<file path="src/rtl/exc_pkg.sv">
// Shared constants, status codes and FSM state for the X/M exception stage.
// Optional cause log is enabled by defining EXC_CAUSE_LOG_EN.
package exc_pkg;

  localparam int OPC_MSB = 31;
  localparam int OPC_LSB = 27;
  localparam int RD_LSB  = 22;
  localparam int AOP_MSB = 6;
  localparam int AOP_LSB = 2;

  localparam logic [4:0] ALU_OP = 5'd0;
  localparam logic [4:0] ADD    = 5'd0;
  localparam logic [4:0] MUL    = 5'd6;
  localparam logic [4:0] DIV    = 5'd7;

  localparam int STATUS_REG_DEF = 30;
  localparam int CODE_ADD_DEF   = 1;
  localparam int CODE_ADDI_DEF  = 2;
  localparam int CODE_SUB_DEF   = 3;
  localparam int CODE_MUL_DEF   = 4;
  localparam int CODE_DIV_DEF   = 5;

  typedef enum logic {
    IDLE = 1'b0,
    BUSY = 1'b1
  } state_t;

  function automatic logic is_md_op(
    input logic [4:0] opc,
    input logic [4:0] aop
  );
    return (opc == ALU_OP) &&
           ((aop == MUL) || (aop == DIV));
  endfunction

endpackage

</file>
<file path="src/rtl/exc_pipe_unit_rewrite.sv">
// Rewrites an excepting instruction to target the status register.
// Destination r0 always produces a zero result.
module exc_rewrite
  import exc_pkg::*;
#(
  parameter int DATA_W     = 32,
  parameter int REG_W      = 5,
  parameter int STATUS_REG = STATUS_REG_DEF
) (
  input  logic [DATA_W-1:0] ir,
  input  logic [DATA_W-1:0] result,
  input  logic              exc,
  input  logic [7:0]        code,
  output logic [DATA_W-1:0] new_ir,
  output logic [DATA_W-1:0] new_result
);

  logic rd_zero;

  assign rd_zero = (ir[RD_LSB +: REG_W] == '0);

  always_comb begin
    new_ir     = ir;
    new_result = result;
    if (exc) begin
      new_ir[RD_LSB +: REG_W] = REG_W'(STATUS_REG);
      new_result = DATA_W'(code);
    end
    if (rd_zero) begin
      new_result = '0;
    end
  end

endmodule

</file>
<file path="src/rtl/exc_pipe_unit.sv">
// X/M latch with overflow rewrite and mult/div sequencing.
// Define EXC_CAUSE_LOG_EN to add the sticky cause mask and exception count.
module exc_pipe_unit
  import exc_pkg::*;
#(
  parameter int DATA_W     = 32,
  parameter int REG_W      = 5,
  parameter int STATUS_REG = STATUS_REG_DEF,
  parameter int CODE_ADD   = CODE_ADD_DEF,
  parameter int CODE_ADDI  = CODE_ADDI_DEF,
  parameter int CODE_SUB   = CODE_SUB_DEF,
  parameter int CODE_MUL   = CODE_MUL_DEF,
  parameter int CODE_DIV   = CODE_DIV_DEF
) (
  input  logic              clock,
  input  logic              reset_n,
  input  logic [DATA_W-1:0] dx_ir,
  input  logic [DATA_W-1:0] alu_out,
  input  logic              alu_ovf,
  input  logic              flush,
  output logic              md_start,
  output logic              md_op,
  output logic              md_cancel,
  input  logic              md_ready,
  input  logic [DATA_W-1:0] md_result,
  input  logic              md_exc,
  output logic              stall_req,
  output logic [DATA_W-1:0] xm_ir,
  output logic [DATA_W-1:0] xm_o
`ifdef EXC_CAUSE_LOG_EN
  ,
  input  logic              cause_clr,
  output logic [7:0]        cause,
  output logic [15:0]       exc_count
`endif
);

  localparam logic [7:0] C_ADD  = 8'(CODE_ADD);
  localparam logic [7:0] C_ADDI = 8'(CODE_ADDI);
  localparam logic [7:0] C_SUB  = 8'(CODE_SUB);
  localparam logic [7:0] C_MUL  = 8'(CODE_MUL);
  localparam logic [7:0] C_DIV  = 8'(CODE_DIV);

  state_t state;
  state_t state_nx;

  logic [DATA_W-1:0] md_ir;
  logic [DATA_W-1:0] ir_nx;
  logic [DATA_W-1:0] o_nx;
  logic [DATA_W-1:0] alu_ir;
  logic [DATA_W-1:0] alu_res;
  logic [DATA_W-1:0] mdw_ir;
  logic [DATA_W-1:0] mdw_res;
  logic [4:0]        opc;
  logic [4:0]        aop;
  logic [7:0]        alu_code;
  logic [7:0]        md_code;
  logic [7:0]        log_code;
  logic              is_md;
  logic              cap;
  logic              log_evt;
  logic              start_c;
  logic              op_c;
  logic              cancel_c;
  logic              stall_c;

  assign opc   = dx_ir[OPC_MSB:OPC_LSB];
  assign aop   = dx_ir[AOP_MSB:AOP_LSB];
  assign is_md = is_md_op(opc, aop);

  always_comb begin
    alu_code = C_SUB;
    unique case (1'b1)
      (opc != ALU_OP):
        alu_code = C_ADDI;
      (opc == ALU_OP) && (aop == ADD):
        alu_code = C_ADD;
      (opc == ALU_OP) && (aop != ADD):
        alu_code = C_SUB;
      default:
        alu_code = C_SUB;
    endcase
  end

  assign md_code = md_ir[AOP_LSB] ? C_DIV : C_MUL;

  exc_rewrite #(
    .DATA_W     (DATA_W),
    .REG_W      (REG_W),
    .STATUS_REG (STATUS_REG)
  ) u_alu_rw (
    .ir         (dx_ir),
    .result     (alu_out),
    .exc        (alu_ovf),
    .code       (alu_code),
    .new_ir     (alu_ir),
    .new_result (alu_res)
  );

  exc_rewrite #(
    .DATA_W     (DATA_W),
    .REG_W      (REG_W),
    .STATUS_REG (STATUS_REG)
  ) u_md_rw (
    .ir         (md_ir),
    .result     (md_result),
    .exc        (md_exc),
    .code       (md_code),
    .new_ir     (mdw_ir),
    .new_result (mdw_res)
  );

  always_comb begin
    state_nx = state;
    start_c  = 1'b0;
    op_c     = 1'b0;
    cancel_c = 1'b0;
    stall_c  = 1'b0;
    cap      = 1'b0;
    ir_nx    = '0;
    o_nx     = '0;
    log_evt  = 1'b0;
    log_code = alu_code;
    if (flush) begin
      if (state == BUSY) begin
        cancel_c = 1'b1;
        state_nx = IDLE;
      end
    end else begin
      unique case (state)
        IDLE: begin
          if (is_md) begin
            start_c  = 1'b1;
            op_c     = aop[0];
            stall_c  = 1'b1;
            cap      = 1'b1;
            state_nx = BUSY;
          end else begin
            ir_nx   = alu_ir;
            o_nx    = alu_res;
            log_evt = alu_ovf;
          end
        end
        BUSY: begin
          if (md_ready) begin
            state_nx = IDLE;
            ir_nx    = mdw_ir;
            o_nx     = mdw_res;
            log_evt  = md_exc;
            log_code = md_code;
          end else begin
            stall_c = 1'b1;
          end
        end
        default: state_nx = IDLE;
      endcase
    end
  end

  // Combinational outputs are forced low while reset is held.
  assign md_start  = reset_n & start_c;
  assign md_op     = reset_n & op_c;
  assign md_cancel = reset_n & cancel_c;
  assign stall_req = reset_n & stall_c;

  always_ff @(posedge clock or negedge reset_n) begin
    if (!reset_n) begin
      state <= IDLE;
      xm_ir <= '0;
      xm_o  <= '0;
      md_ir <= '0;
    end else begin
      state <= state_nx;
      xm_ir <= ir_nx;
      xm_o  <= o_nx;
      if (cap) begin
        md_ir <= dx_ir;
      end
    end
  end

`ifdef EXC_CAUSE_LOG_EN
  logic [7:0] hot;

  assign hot = 8'd1 << log_code[2:0];

  always_ff @(posedge clock or negedge reset_n) begin
    if (!reset_n) begin
      cause     <= '0;
      exc_count <= '0;
    end else if (log_evt) begin
      if (cause_clr) begin
        cause     <= hot;
        exc_count <= 16'd1;
      end else begin
        cause <= cause | hot;
        if (exc_count != 16'hffff) begin
          exc_count <= exc_count + 16'd1;
        end
      end
    end else if (cause_clr) begin
      cause     <= '0;
      exc_count <= '0;
    end
  end
`else
  logic unused_log;

  assign unused_log = ^{log_evt, log_code};
`endif

endmodule

</file>
<file path="config.mk">
export PLATFORM = sky130hd
export DESIGN_NAME = exc_pipe_unit
export DESIGN_NICKNAME = d
export VERILOG_FILES = /design/src/rtl/exc_pkg.sv /design/src/rtl/exc_pipe_unit_rewrite.sv /design/src/rtl/exc_pipe_unit.sv
export SDC_FILE = /design/constraint.sdc
export NUM_CORES = 1
export LEC_CHECK = 0
export CAP_MARGIN = 20
export CORE_MARGIN = 5
export CORE_UTILIZATION = 40
export DETAILED_ROUTE_END_ITERATION = 6
export PLACE_DENSITY_LB_ADDON = 0.3
export SYNTH_ARGS = -nofsm -noshare
export SYNTH_HDL_FRONTEND = slang
export SYNTH_HIERARCHICAL = 1
export SYNTH_SLANG_ARGS = --single-unit
</file>
<file path="constraint.sdc">
create_clock -name clock -period 2 [get_ports clock]
set_clock_uncertainty 0.05 [all_clocks]
set_input_delay 0.3 -clock clock [delete_from_list [all_inputs] [get_ports clock]]
set_output_delay 0.3 -clock clock [all_outputs]
set_load 0.1 [all_outputs]
</file>
; ---- Word level (Yosys, flattened, before mapping)
; Index checks and enable logic that the tools add are counted.
[op_classes]
eq_ne = 2
mux = 27
bitwise_logic = 5
reduce_logical = 8
[ops]
columns = operator, count
row1 = two-way mux 32 bit, 10
row2 = one-hot mux 32 bit (2 select lines), 2
row3 = logical NOT 5 bit, 4
row4 = two-way mux 1 bit, 11
row5 = "equality test 5 x 3 -> 1 bit, second input constant", 2
row6 = two-way mux 5 bit, 2
row7 = nonzero test 5 bit, 1
row8 = bitwise AND 1 bit, 4
row9 = one-hot mux 2 bit (2 select lines), 1
row10 = logical AND 1 bit, 2
row11 = one-hot mux 1 bit (2 select lines), 1
row12 = logical OR 1 bit, 1
row13 = inverter 1 bit, 1
[totals]
regBits = 97
inputBits = 102
out_inout_bits = 68
wordCells = 46

; ---- Logic depth before layout (Yosys ltp)
[depth]
ltp_word = 8
mapped_depth = 5
mapped_depth_nobuf = 5

; ---- By module
; The synthesis kept the hierarchy.
[by_module_without_submodules]
columns = mod, instances, cells_per_inst, area_per_inst_um2, seq_area_each_um2
row1 = exc_pipe_unit, 1, 229, 3637.2, 2427.3
row2 = exc_rewrite, 2, 108, 768.2, 0.0

; ---- Least setup slack after synthesis
; No wires, ideal clock.
[synth_timing]
kind = input port to output port
start = input dx_ir[6]
end = output md_op
t_arrival_ps = 2391
required_ps = 1650
setup_slack_ps = -741
path_stages = 4
path_buffers = 1
cell_sequence = nor4_4 nand4_4 clkbuf_1 nor2_1
[synth_via]
elab_chain_cells = 7
word_cells_on_any_way = 8
cone_classes = 2 x eq/ne / 3 x mux / 1 x bitwise / 2 x reduce/logical
[synth_rtl]
columns = item, line
row1 = start: declaration, exc_pipe_unit.sv:17  ; input logic [DATA_W-1:0] dx_ir,
row2 = equality test 5 x 3 -> 1 bit, exc_pkg.sv:33  ; ((aop == MUL) || (aop == DIV));
row3 = logical OR 1 bit (*), exc_pkg.sv:33
row4 = logical AND 1 bit (*), exc_pkg.sv:32  ; return (opc == ALU_OP) &&
row5 = two-way mux 1 bit (*), exc_pipe_unit.sv:132  ; if (is_md) begin
row6 = two-way mux 1 bit (*), exc_pipe_unit.sv:130  ; unique case (state)
row7 = two-way mux 1 bit (*), exc_pipe_unit.sv:124  ; if (flush) begin
row8 = bitwise AND 1 bit (*), exc_pipe_unit.sv:162  ; assign md_op = reset_n & op_c;
row9 = end: declaration, exc_pipe_unit.sv:22  ; output logic md_op,
; Mark *: on every way between the ends. The rest lies on a longest branch, timed or not.

; ---- Worst setup path after layout
[layout_timing]
start = input dx_ir[3]
end = output stall_req
[layout_via]
elab_chain_cells = 7
word_cells_on_any_way = 8
cone_classes = 2 x eq/ne / 3 x mux / 1 x bitwise / 2 x reduce/logical
[layout_rtl]
columns = item, line
row1 = equality test 5 x 3 -> 1 bit, exc_pkg.sv:33
row2 = logical OR 1 bit (*), exc_pkg.sv:33
row3 = logical AND 1 bit (*), exc_pkg.sv:32
row4 = two-way mux 1 bit (*), exc_pipe_unit.sv:132
row5 = one-hot mux 1 bit (2 select lines) (*), exc_pipe_unit.sv:130
row6 = two-way mux 1 bit (*), exc_pipe_unit.sv:124
row7 = bitwise AND 1 bit (*), exc_pipe_unit.sv:164  ; assign stall_req = reset_n & stall_c;
row8 = end: declaration, exc_pipe_unit.sv:27  ; output logic stall_req,
; Marked as above.

==> impl_metrics.prom <==
# TYPE chip_impl_metric gauge
chip_impl_info{name="status",value="finished, final reports clean"} 1
chip_impl_info{name="timing.setup.critical_path_class",value="input pin to output port"} 1
chip_impl_metric{name="drt_drc_violations_left",unit=""} 0
chip_impl_info{name="critPathCaptureType",value="output port"} 1
chip_impl_metric{name="finalWirelength",unit="um"} 12800
chip_impl_info{name="ys_top_cells_by_area",value="sky130_fd_sc_hd__dfrtp_1 (47%), sky130_fd_sc_hd__a22o_1 (11%), sky130_fd_sc_hd__buf_4 (8.1%)"} 1
chip_impl_metric{name="multi_input_comb_area",unit="mm2"} 0.00216
chip_impl_metric{name="swShare",unit="%"} 30.2
chip_impl_metric{name="register_bit_count_reported_by_yosys",unit=""} 97
chip_impl_metric{name="ys_types",unit=""} 32
chip_impl_metric{name="std_cell_rows",unit=""} 41
chip_impl_metric{name="path_max_fanout",unit=""} 3
chip_impl_metric{name="slew-limit-headroom",unit="%"} 45.2
chip_impl_metric{name="cp_data_required_time",unit="ps"} 1650
chip_impl_metric{name="final-seq-area",unit="mm2"} 0.00243
chip_impl_metric{name="avgSynthCellArea",unit="um2"} 11.6
chip_impl_info{name="layout_commonest_cell",value="sky130_fd_sc_hd__dfrtp_1"} 1
chip_impl_metric{name="grt.total_usage",unit="%"} 16.7
chip_impl_metric{name="grt_pass1_vias",unit=""} 3851
chip_impl_metric{name="ys_async_sr_fraction",unit="%"} 100
chip_impl_metric{name="p_total",unit="mW"} 5.08
chip_impl_metric{name="floorplan.initialDensity",unit="%"} 40.8
chip_impl_metric{name="placedCellCount",unit=""} 732
chip_impl_metric{name="fillCellCount",unit=""} 1070
chip_impl_metric{name="peakVddDrop",unit="mV"} 0.341
chip_impl_info{name="ctsRootBufferMaster",value="sky130_fd_sc_hd__clkbuf_16"} 1
chip_impl_metric{name="cts_max_path_buffers",unit=""} 2
chip_impl_metric{name="drive_gt1_share",unit="%"} 30.0
chip_impl_metric{name="drt.antenna.violating_nets",unit=""} 0
chip_impl_info{name="crit-reg2reg-capture",value="xm_ir[28]"} 1
chip_impl_metric{name="worst_case_reg_to_reg_path_depth",unit=""} 4
chip_impl_metric{name="number_of_enable_flip_flop_cells_after_synthesis",unit=""} 0
chip_impl_metric{name="finalCriticalPeriod",unit="ps"} 1960
chip_impl_metric{name="num_antenna_cells",unit=""} 0
chip_impl_metric{name="dieArea",unit="mm2"} 0.0153
chip_impl_metric{name="share_clk_of_total_power",unit="%"} 35.4
chip_impl_metric{name="tritoncts_num_sinks",unit=""} 97
chip_impl_metric{name="routed_via_density",unit=""} 4.88
chip_impl_metric{name="power.share.combinational",unit="%"} 23.9
chip_impl_info{name="worstPathCellList",value="clkdlybuf4s50_1, and2_4, and3_4, o211a_2, buf_12"} 1
chip_impl_metric{name="timing.final.ws_setup",unit="ps"} 42.8
chip_impl_metric{name="synth_cells",unit=""} 445
chip_impl_metric{name="post_drt_wl_per_cell",unit="um"} 17.0
chip_impl_metric{name="port_bufs",unit=""} 169
chip_impl_metric{name="power.leakage",unit="nW"} 3.36
chip_impl_metric{name="clock_edge_transition_at_the_registers_on_the_reported_setup_and_hold_paths",unit="ps"} 70
chip_impl_metric{name="fp.dieW",unit="um"} 124
chip_impl_metric{name="max_cap_viol_count",unit=""} 0
chip_impl_info{name="post-synth-top-area-cell",value="sky130_fd_sc_hd__dfrtp_1"} 1
chip_impl_metric{name="detailedRoute.firstIterationViolations",unit=""} 252
chip_impl_metric{name="fmax_achieved",unit="MHz"} 511
chip_impl_metric{name="finalSetupViolations",unit=""} 0
chip_impl_metric{name="sequential_fraction_of_design_power",unit="%"} 40.7
chip_impl_metric{name="h-tree-depth",unit=""} 3
chip_impl_info{name="start_kind",value="input pin"} 1
chip_impl_metric{name="worst_skew_pair.late_latency",unit="ps"} 330
chip_impl_metric{name="timing.hold.worst_path_depth",unit=""} 2
chip_impl_metric{name="numCtsBuffers",unit=""} 9
chip_impl_metric{name="ys_seq_area_share",unit="%"} 46.9
chip_impl_metric{name="worst_max_slew_pin_slew",unit="ps"} 820
chip_impl_metric{name="timing.final.max_slew_violations",unit=""} 0
chip_impl_metric{name="netSwitchingPower",unit="mW"} 1.54
chip_impl_metric{name="drt_pass1_iterations",unit=""} 4
chip_impl_metric{name="syn2layout_area_growth",unit="%"} 35.1
chip_impl_metric{name="grt_max_degree",unit=""} 46
chip_impl_info{name="crit-reg2reg-launch",value="state"} 1
chip_impl_info{name="critPathTopFamily",value="buffers and inverters"} 1
chip_impl_metric{name="fp.coreArea",unit="mm2"} 0.0127
chip_impl_info{name="holdPathEnd",value="xm_ir[6]"} 1
chip_impl_metric{name="vias",unit=""} 3666
chip_impl_metric{name="num_io_pins",unit=""} 170
chip_impl_info{name="startpoint_of_the_most_critical_hold_path",value="dx_ir[6]"} 1
chip_impl_metric{name="place.detailed.hpwl",unit="um"} 9020
chip_impl_metric{name="antenna_found_initial",unit=""} 0
chip_impl_info{name="clock_tree_from_tritoncts",value="yes"} 1
chip_impl_metric{name="grt_pass1_wl",unit="um"} 19700
chip_impl_info{name="synth_top_flop_cell",value="sky130_fd_sc_hd__dfrtp_1"} 1
chip_impl_metric{name="fin_cells",unit=""} 752
chip_impl_metric{name="dpl_worst_slack",unit="ps"} -257
chip_impl_metric{name="worst_path_largest_cell_delay",unit="ps"} 520
chip_impl_metric{name="die_extent_in_y",unit="um"} 124
chip_impl_metric{name="synthesis.yosys.warnings",unit=""} 6
chip_impl_metric{name="grt.overflow.total",unit=""} 0
chip_impl_info{name="rsz0062_at_grt",value="true"} 1
chip_impl_metric{name="period_share",unit="%"} 97.9
chip_impl_info{name="layout_common_cells",value="sky130_fd_sc_hd__dfrtp_1 (97), sky130_fd_sc_hd__clkdlybuf4s50_1 (94), sky130_fd_sc_hd__buf_4 (86)"} 1
chip_impl_metric{name="endpoints_failing_hold",unit=""} 0
chip_impl_metric{name="arrival",unit="ps"} 1610
chip_impl_metric{name="synthesis.area",unit="mm2"} 0.00517
chip_impl_metric{name="critPathBufInv",unit=""} 2
chip_impl_metric{name="globalplace.congestion",unit=""} 0.840
chip_impl_metric{name="rrSetupSlack",unit="ps"} 130
chip_impl_metric{name="synth_top_area_share",unit="%"} 46.9
chip_impl_metric{name="power.density",unit="mW/mm2"} 727
chip_impl_metric{name="nets",unit=""} 678
chip_impl_metric{name="p_int",unit="mW"} 3.54
chip_impl_info{name="holdCritPathClass",value="input pin to register"} 1
chip_impl_info{name="cp_slowest_cell",value="sky130_fd_sc_hd__clkdlybuf4s50_1"} 1
[synth_stat cells (8+ instances only)]
master,count
sky130_fd_sc_hd__dfrtp_1,97
sky130_fd_sc_hd__a22o_1,64
sky130_fd_sc_hd__buf_4,56
sky130_fd_sc_hd__nand2b_1,50
sky130_fd_sc_hd__a21oi_1,45
sky130_fd_sc_hd__a21oi_2,20
sky130_fd_sc_hd__mux2_4,20
sky130_fd_sc_hd__mux2i_1,16
sky130_fd_sc_hd__buf_2,12
sky130_fd_sc_hd__buf_6,10
sky130_fd_sc_hd__clkbuf_1,9
sky130_fd_sc_hd__and2_1,8
[kinds of logic after synthesis]
logic type | count (synthesis) | share of synthesized area [%]
flops | 97 | 46.9
buf+inv | 89 | 12.7
mux | 39 | 9.55
simple gates | 86 | 11.3
other cells | 2 | 0.145
compound gates | 132 | 19.4
[routing by layer]
layer / vias up / GRT usage [%] / share of wire [%]
met5: - / 0 / 0
met4: 0 / 5.81 / 1.8
met3: 15 / 4.54 / 8.2
met2: 137 / 27.4 / 47
met1: 1755 / 21.2 / 43
li1: 1759 / - / -
[area by class of cell]
| type | instances | area share (%) |
|---|---|---|
| clock buffer | 12 | 3.81 |
| clock inverter | 3 | 0.680 |
| multi-input combinational | 270 | 30.9 |
| sequential | 97 | 34.7 |
| tap | 172 | 3.08 |
| timing repair buffer | 198 | 26.8 |
[sequential cells by signal (all words and copies together) (netlist names)]
name,flops
xm_o,32
md_ir,32
xm_ir,32
state,1
[stage by stage]
step | TNS [ps] | utilization, % | hold slack [ps] | cell area (um2)
6_report | 0 | 55.2 | 251 | 6990
5_1_grt | -173 | 55.2 | 269 | 6990
3_3_place_gp | -9490 | 52.3 | 124 | 6630
2_1_floorplan | 0 | - | -45.6 | 5220
3_5_place_dp | -12890 | 52.3 | 125 | 6630
4_1_cts | 0 | 55.1 | 309 | 6980
[power groups by stage]
stage                     Clock [mW]  Combinational, mW  Sequential, mW
final                           1.80               1.21            2.07
after CTS                       1.84               1.22            2.07
after global routing            1.91               1.28            2.08
after floorplan                    0              0.348            2.57
after global placement             0               1.21            2.11
after detailed placement           0               1.22            2.11
[worst max-delay path by stage]
| stage | from | to | slack [ps] | depth (start not counted) |
|---|---|---|---|---|
| after floorplan | dx_ir[6] | md_op | 3 | 4 |
| after global routing | state | xm_ir[6] | -20 | 4 |
| after global placement | dx_ir[6] | md_start | -220 | 5 |
| after CTS | dx_ir[6] | stall_req | 0.6 | 5 |
| final | dx_ir[3] | stall_req | 40 | 5 |
| after detailed placement | dx_ir[6] | stall_req | -260 | 5 |
[what timing repair did]
action / 4_1_cts / 5_1_grt
hold endpoints to repair: 12 / 0
setup endpoints to repair: 3 / 3
hold buffers: 1 / 0
gates resized for setup: 6 / 4
buffers inserted: 4 / 0
pin swaps: 4 / 3
Note: power is estimated with default switching activity, not from simulation.
